[src/rtl/not_not_round_judge_pkg.sv]
// Shared types for the NotNot round controller: FSM states, display control bundle, helpers.
package not_not_round_judge_pkg;

    localparam int unsigned NUM_COLOURS            = 4;
    localparam int unsigned DEFAULT_TIMEOUT_CYCLES = 100_000_000;
    localparam int unsigned DEFAULT_SCORE_W        = 8;

    typedef enum logic [2:0] {
        ST_IDLE,
        ST_NEXT,
        ST_SETTLE,
        ST_CLEAR,
        ST_DRAW,
        ST_WAIT,
        ST_HIT,
        ST_OVER
    } state_t;

    typedef struct packed {
        logic lfsr_enable;
        logic black;
        logic draw_enable;
        logic start;
        logic lose;
        logic round_active;
    } ctrl_t;

    // Control outputs held while sitting in a given state.
    function automatic ctrl_t ctrl_for(input state_t s);
        ctrl_t c;
        c = '0;
        c.lfsr_enable  = (s == ST_NEXT);
        c.black        = (s == ST_CLEAR);
        c.draw_enable  = (s == ST_DRAW);
        c.round_active = (s == ST_WAIT);
        c.lose         = (s == ST_OVER);
        c.start        = (s != ST_IDLE) && (s != ST_OVER);
        return c;
    endfunction

    function automatic logic is_onehot(input logic [NUM_COLOURS-1:0] v);
        return (v != '0) && ((v & (v - NUM_COLOURS'(1))) == '0);
    endfunction

endpackage

[src/rtl/not_not_round_judge_key_sync_edge.sv]
// Two-flop synchroniser followed by a registered rising-edge pulse, one lane per input bit.
module key_sync_edge #(
    parameter int unsigned WIDTH = 1
) (
    input  logic             clock,
    input  logic             reset,
    input  logic [WIDTH-1:0] raw,
    output logic [WIDTH-1:0] rise
);

    logic [WIDTH-1:0] meta;
    logic [WIDTH-1:0] sync;
    logic [WIDTH-1:0] prev;

    always_ff @(posedge clock or posedge reset) begin
        if (reset) begin
            meta <= '0;
            sync <= '0;
            prev <= '0;
            rise <= '0;
        end else begin
            meta <= raw;
            sync <= meta;
            prev <= sync;
            rise <= sync & ~prev;
        end
    end

endmodule

[src/rtl/not_not_round_judge.sv]
// NotNot round controller: sequences each round, judges the player's keys, keeps score.
module not_not_round_judge
    import not_not_round_judge_pkg::*;
#(
    parameter int unsigned TIMEOUT_CYCLES = DEFAULT_TIMEOUT_CYCLES,
    parameter int unsigned SCORE_W        = DEFAULT_SCORE_W
) (
    input  logic                   clock,
    input  logic                   reset,
    input  logic                   start_btn,
    input  logic [NUM_COLOURS-1:0] key_in,
    input  logic [NUM_COLOURS-1:0] answer_mask,
    input  logic                   done_draw,
    input  logic                   done_draw_black,
    output logic                   lfsr_enable,
    output logic                   black,
    output logic                   draw_enable,
    output logic                   start,
    output logic                   lose,
    output logic                   round_active,
    output logic [SCORE_W-1:0]     score
);

    localparam int unsigned TIMER_W = $clog2(TIMEOUT_CYCLES);
    localparam logic [SCORE_W-1:0] SCORE_MAX = '1;

    logic [NUM_COLOURS-1:0] key_edge;
    logic                   start_edge;
    state_t                 state;
    ctrl_t                  ctrl;
    logic [TIMER_W-1:0]     timer;
    logic [NUM_COLOURS-1:0] mask_q;

    key_sync_edge #(.WIDTH(NUM_COLOURS)) u_key_sync (
        .clock (clock),
        .reset (reset),
        .raw   (key_in),
        .rise  (key_edge)
    );

    key_sync_edge #(.WIDTH(1)) u_start_sync (
        .clock (clock),
        .reset (reset),
        .raw   (start_btn),
        .rise  (start_edge)
    );

    assign lfsr_enable  = ctrl.lfsr_enable;
    assign black        = ctrl.black;
    assign draw_enable  = ctrl.draw_enable;
    assign start        = ctrl.start;
    assign lose         = ctrl.lose;
    assign round_active = ctrl.round_active;

    // Round FSM; ctrl is loaded with the decode of the state being entered so outputs are flops.
    always_ff @(posedge clock or posedge reset) begin
        if (reset) begin
            state  <= ST_IDLE;
            ctrl   <= '0;
            timer  <= '0;
            mask_q <= '0;
            score  <= '0;
        end else begin
            case (state)
                ST_IDLE: begin
                    if (start_edge) begin
                        score <= '0;
                        state <= ST_NEXT;
                        ctrl  <= ctrl_for(ST_NEXT);
                    end
                end
                ST_NEXT: begin
                    state <= ST_SETTLE;
                    ctrl  <= ctrl_for(ST_SETTLE);
                end
                ST_SETTLE: begin
                    mask_q <= answer_mask;
                    state  <= ST_CLEAR;
                    ctrl   <= ctrl_for(ST_CLEAR);
                end
                ST_CLEAR: begin
                    if (done_draw_black) begin
                        state <= ST_DRAW;
                        ctrl  <= ctrl_for(ST_DRAW);
                    end
                end
                ST_DRAW: begin
                    if (done_draw) begin
                        timer <= TIMER_W'(TIMEOUT_CYCLES - 1);
                        state <= ST_WAIT;
                        ctrl  <= ctrl_for(ST_WAIT);
                    end
                end
                ST_WAIT: begin
                    // A press always wins over the timeout, even on the final cycle.
                    if (key_edge != '0) begin
                        if (is_onehot(key_edge) && ((key_edge & mask_q) != '0)) begin
                            state <= ST_HIT;
                            ctrl  <= ctrl_for(ST_HIT);
                        end else begin
                            state <= ST_OVER;
                            ctrl  <= ctrl_for(ST_OVER);
                        end
                    end else if (timer == '0) begin
                        if (mask_q == '0) begin
                            state <= ST_HIT;
                            ctrl  <= ctrl_for(ST_HIT);
                        end else begin
                            state <= ST_OVER;
                            ctrl  <= ctrl_for(ST_OVER);
                        end
                    end else begin
                        timer <= timer - TIMER_W'(1);
                    end
                end
                ST_HIT: begin
                    if (score != SCORE_MAX) begin
                        score <= score + SCORE_W'(1);
                    end
                    state <= ST_NEXT;
                    ctrl  <= ctrl_for(ST_NEXT);
                end
                ST_OVER: begin
                    if (start_edge) begin
                        score <= '0;
                        state <= ST_NEXT;
                        ctrl  <= ctrl_for(ST_NEXT);
                    end
                end
                default: begin
                    state <= ST_IDLE;
                    ctrl  <= '0;
                end
            endcase
        end
    end

endmodule
[config.mk]
export PLATFORM = sky130hd
export DESIGN_NAME = not_not_round_judge
export DESIGN_NICKNAME = d
export VERILOG_FILES = /design/src/rtl/not_not_round_judge_pkg.sv /design/src/rtl/not_not_round_judge_key_sync_edge.sv /design/src/rtl/not_not_round_judge.sv
export SDC_FILE = /design/constraint.sdc
export NUM_CORES = 1
export LEC_CHECK = 0
export ABC_AREA = 1
export CORE_MARGIN = 8
export CORE_UTILIZATION = 35
export CTS_BUF_LIST = sky130_fd_sc_hd__clkbuf_16
export CTS_CLUSTER_DIAMETER = 100
export DETAILED_ROUTE_END_ITERATION = 8
export DONT_BUFFER_PORTS = 1
export GPL_TIMING_DRIVEN = 1
export PLACE_DENSITY = 0.54
export SLEW_MARGIN = 10
export SYNTH_ARGS = -nofsm -noshare
export SYNTH_HDL_FRONTEND = slang
export SYNTH_SLANG_ARGS = --single-unit
[constraint.sdc]
create_clock -name clock -period 4.1 [get_ports clock]
set_input_delay 1.23 -clock clock [delete_from_list [all_inputs] [get_ports clock]]
set_output_delay 1.23 -clock clock [all_outputs]
set_load 0.02 [all_outputs]
# Word level (Yosys, flattened, before mapping)
# Cells that the tools add are included.
dict set report totals {
  regBits 68
  inputBits 13
  output_inout_bits 14
  elab_cells 79
}
dict set report classes {
  addsub 3
  eq_ne 15
  mux 23
  bitwise 6
  reduce_logical 14
}
# cell count
set op_table {}
lappend op_table {{two-way mux 27 bit} 3}
lappend op_table {{case mux 27 bit (2 select lines)} 1}
lappend op_table {{case mux 6 bit (7 select lines)} 1}
lappend op_table {{two-way mux 6 bit} 5}
lappend op_table {{zero test 27 bit} 1}
lappend op_table {{subtractor 27 x 1 -> 27 bit, second input constant} 1}
lappend op_table {{two-way mux 3 bit} 7}
lappend op_table {{case mux 3 bit (7 select lines)} 1}
lappend op_table {{two-way mux 8 bit} 2}
lappend op_table {{case mux 8 bit (2 select lines)} 1}
lappend op_table {{AND 4 bit} 3}
lappend op_table {{== test 3 bit, second input constant} 4}
lappend op_table {{inequality test 2 bit, second input constant} 5}
lappend op_table {{adder 8 x 1 -> 8 bit, second input constant} 1}
lappend op_table {{zero test 4 bit} 2}
lappend op_table {{inequality test 8 bit, second input constant} 1}
lappend op_table {{AND reduction 4 bit} 2}
lappend op_table {{nonzero test 4 bit} 2}
lappend op_table {{== test 3 x 2 -> 1 bit, second input constant} 2}
lappend op_table {{NOT 4 bit} 1}
lappend op_table {{nonzero test 2 bit} 2}
lappend op_table {{subtractor 4 x 1 -> 4 bit, second input constant} 1}
lappend op_table {{== test 3 x 1 -> 1 bit, second input constant} 1}
lappend op_table {{zero test 3 bit} 1}
lappend op_table {{other kinds (8)} 10}

# Logic depth before layout (Yosys ltp)
dict set report logic_depth {
  ltp_word 8
  depth_mapped 13
  depth_no_buf 11
}

# Hierarchy
# Synthesis repeated with hierarchy kept, for this count alone.
dict set report hier_totals {
  cells_unflattened 514
  area_unflattened_um2 3719.8
}
# module instances cells_each area_each_um2 seq_area_each_um2
set modules_own_cells {}
lappend modules_own_cells {not_not_round_judge 1 482 3161.8 1201.2}
lappend modules_own_cells {{key_sync_edge (u_key_sync)} 1 25 444.2 400.4}
lappend modules_own_cells {{key_sync_edge (u_start_sync)} 1 7 113.9 100.1}

# Least setup slack after synthesis
# Ideal clock, no wire load.
dict set report synth_path {
  kind {input-to-reg}
  start {input port done_draw}
  end {register timer[10]}
  t_arrival_ns 1.968
  path_slack_ns 2.067
  path_stages 5
  n_path_buf 2
  path_cell_list {nand4_1 > buf_4 > clkbuf_1 > nand3_1 > nand2_1}
}
dict set report synth_via {
  elab_chain_cells 2
}
# element line_no
set synth_lines {}
lappend synth_lines {{start: declaration} not_not_round_judge.sv:13} ;# input logic done_draw,
lappend synth_lines {{inequality test 2 bit (no source line)} --}
lappend synth_lines {{AND reduction 4 bit (no source line)} --}
lappend synth_lines {{end signal: assignment} not_not_round_judge.sv:89} ;# timer <= TIMER_W'(TIMEOUT_CYCLES - 1);
lappend synth_lines {{end signal: assignment} not_not_round_judge.sv:113} ;# timer <= timer - TIMER_W'(1);
lappend synth_lines {{end: declaration} not_not_round_judge.sv:31} ;# logic [TIMER_W-1:0] timer;
# Every way passes these cells.
# A chain may end at the register's enable or synchronous reset.

# Worst setup path in the final report
dict set report layout_path {
  start {register state[0]}
  end {register timer[20]}
}
dict set report layout_via {
  elab_chain_cells 3
  word_cells_on_any_way 8
  classes_between {eq/ne: 5; mux: 1; reduce/logical: 2}
}
# element line_no
set layout_lines {}
lappend layout_lines {{start: declaration} not_not_round_judge.sv:29} ;# state_t state;
lappend layout_lines {{start signal: assignment} not_not_round_judge.sv:58} ;# state <= ST_IDLE;
lappend layout_lines {{start signal: assignment} not_not_round_judge.sv:68} ;# state <= ST_NEXT;
lappend layout_lines {{start signal: assignment} not_not_round_judge.sv:73} ;# state <= ST_SETTLE;
lappend layout_lines {{== test 3 bit} not_not_round_judge.sv:64} ;# case (state)
lappend layout_lines {{inequality test 2 bit (no source line) or nonzero test 2 bit (tied branches)} --}
lappend layout_lines {{AND reduction 4 bit (no source line)} --}
# Several ways; a longest one is shown, not always the timed one.

==> impl_metrics.toml <==
[outcome]
status = "completed"

[cells_and_area]
antenna_cells = 0
fin_nets = 526
multi_input_area_um2 = 1727
register_area_um2 = 1702
layout-drive-gt1-share = 0.06977
area_growth_pct = 10.93
post-route-util = 0.3985
fillers = 1063
final_area_um2 = 4114
instances_no_fill = 652

[pwr]
power.density_nw_per_um2 = 697.5
comb_power_share = 0.337
p_total_mw = 2.870
peakVddDrop_v = 0.0003422
swShare = 0.4232
clock_power_share = 0.277
p_leak_nw = 2.021
seqPwrFrac = 0.385
p_switching_mw = 1.214
p_int_mw = 1.655

[route]
final_antenna_net_count = 0
vias = 3117
drt_wl_total_um = 8273
viasPerCell = 4.781
first_pass_iters = 5
wire_per_inst_um = 12.69
drc = 0
first_iter_violations = 175

[logic_synthesis]
synth_top_family_by_area = "simple AND/OR/NAND/NOR gates"
yosys-mux-area-fraction = 0.006073
synth-xor-area-share = 0.01889
synthSimpleGateAreaFrac = 0.4177
synth.net_count = 525
yosys_warnings = 0
syn_inst = 510
syn-cell-area_um2 = 3709
syn_avg_cell_area_um2 = 7.272
synthAdderAreaFrac = 0.006748
synth-seq-cells = 68
synth-compound-area-share = 0.01619
yosysUniqueCellTypes = 30
yosysSeqAreaShare = 0.4588

[cts]
insertion_delay_ps = 330
cts_setup_buffers = 0
post_cts_resized = 0
root_buffer = "clkbuf_16"
numCtsBuffers = 9
holdBufCountCts = 0
cts_tree = "done"
cts.path.max_buffers = 2
cts.sinks = 68
clk_pin_slew_worst_paths_ps = 60
htreeDepth = 3

[timing]
setup_slack_ps = 1676
max_freq_mhz = 412.6
hold_violations = 0
min_period_ps = 2424
relSlewSlack = 0.5097
timing.hold.ws_ps = 347.6
setup_viol = 0
maxSlewViolCount = 0
rsz0062_at_grt = "false"
finalCritPeriodShare = 0.5912
tightestPinTransition_ps = 734.4
tns_ps = 0
clock_skew_ps = 5.890

[global_routing]
grt_max_degree = 37
overflow = 0
grt_use_total = 0.1266
antenna_found_initial = 0
grt_pass1_wl_um = 14810
grt_pass1_vias = 3068

[setup_path]
worstSetupEndpoint = "timer[20]$_DFFE_PP0P_"
crit_start = "state[0]$_DFFE_PP0P_"
r2r_start = "state[0]$_DFFE_PP0P_"
cp-end-kind = "flip-flop"
critPathRequiredTime_ps = 4370
cp.arrival_ps = 2700
reg2regPathDepth = 8
rrSetupSlack_ps = 1680
worstSetupPathType = "flip-flop to flip-flop"
start_kind = "flip-flop"
r2r_end = "timer[20]$_DFFE_PP0P_"
path_max_fanout = 36

[min_path]
min_from = "u_key_sync.meta[1]$_DFF_PP0_"
hold_depth = 0
hold_class = "flip-flop to flip-flop"

[floorplanning]
rows = 37
core_um2 = 10320
design.die.area_um2 = 14150
ioPinCount = 27
start_util = 0.3592
die_x_um = 118.9
die_y_um = 118.9

[run]
drv_cap = 0

[place]
pre_cts_ws_ps = 1642
place_area_um2 = 3809
placed_cells = 636
io_buffers = 0
place_congestion = 0.8453
dp_hpwl_um = 5965
[worst min path at each step]
stage | slack [ps] | end
CTS | 350 | u_key_sync.sync[3]$_DFF_PP0_
global placement | 330 | u_key_sync.sync[3]$_DFF_PP0_
floorplan | 330 | u_key_sync.sync[0]$_DFF_PP0_
detailed placement | 340 | u_key_sync.sync[3]$_DFF_PP0_
finish | 350 | u_key_sync.sync[1]$_DFF_PP0_
global route | 350 | u_key_sync.sync[1]$_DFF_PP0_
[layer usage]
| metal | up-vias | track usage | routed length, um |
|---|---|---|---|
| li1 | 1619 | - | - |
| met1 | 1417 | 0.1650 | 4021 |
| met2 | 69 | 0.1915 | 3599 |
| met3 | 12 | 0.03968 | 525 |
| met4 | 0 | 0.05059 | 127 |
| met5 | - | 0 | 0 |
[layout by cell type, fill, tap and decap left out, drive strengths merged]
cell type | netlist | routed
nand2 | 179 | 179
clkinvlp | 0 | 2
bufinv | 0 | 1
nand3b | 4 | 4
nor2 | 80 | 80
nor3 | 6 | 6
o22ai | 2 | 2
buf | 11 | 3
ha | 2 | 2
o21a | 1 | 1
xor2 | 5 | 5
dfrtp | 68 | 68
xnor2 | 3 | 3
and3 | 1 | 1
nand4 | 12 | 12
clkbuf | 2 | 9
a21oi | 3 | 3
inv | 50 | 54
nor3b | 2 | 2
mux2 | 2 | 2
o21ai | 5 | 5
nand3 | 72 | 72
[cells by family (layout without fill, tap and decap cells)]
family          Yosys count  count (layout)
flops                    68              68
xor+xnor                  8               8
simple gates            356             356
fa+ha+maj                 2               2
compound gates           11              11
mux                       2               2
buf+inv                  63              69
[critical path: stages (launching register included)]
cell,delay (ps)
dfrtp_1,430
inv_2,90
nor2_2,100
nand2_1,260
inv_2,400
nand3_4,450
nand2_4,420
nand2_1,110
nand2_1,70
[cell type report]
class,instances,area share
Timing Repair Buffer,3,0.005474
Clock buffer,9,0.05474
Multi-Input combinational cell,379,0.4197
Sequential cell,68,0.4136
Inverter,50,0.04562
Tap cell,136,0.04136
Clock inverter,7,0.01946
[synth_stat cells (all sizes together)]
master / instances / area share
o22ai: 2 / 0.0034
a21oi: 3 / 0.0040
nand4: 12 / 0.020
ha: 2 / 0.0067
nor2: 80 / 0.088
inv: 50 / 0.051
mux2: 2 / 0.0061
nor3b: 2 / 0.0040
and3: 1 / 0.0017
xnor2: 3 / 0.0071
nand3b: 4 / 0.0081
nand2: 179 / 0.19
xor2: 5 / 0.012
clkbuf: 2 / 0.0020
o21a: 1 / 0.0020
o21ai: 5 / 0.0067
buf: 11 / 0.023
nand3: 72 / 0.10
nor3: 6 / 0.0094
dfrtp: 68 / 0.46
[power groups by stage]
stage	logic, mW	registers, mW	clock network [mW]
final	0.967	1.11	0.796
after global routing	1.14	1.14	0.854
after global placement	0.967	1.12	0
after CTS	0.977	1.11	0.820
after floorplan	0.833	1.04	0
after detailed placement	0.973	1.12	0
[state kept, by name, indices dropped and copies added, names as in the netlist]
register,flops
timer,27
score,8
mask_q,4
u_key_sync.meta,4
u_key_sync.prev,4
u_key_sync.rise,4
u_key_sync.sync,4
state,3
black,1
draw_enable,1
lfsr_enable,1
lose,1
round_active,1
start,1
u_start_sync.meta,1
u_start_sync.prev,1
u_start_sync.rise,1
u_start_sync.sync,1
No activity file was read; power rests on OpenSTA's default activity.
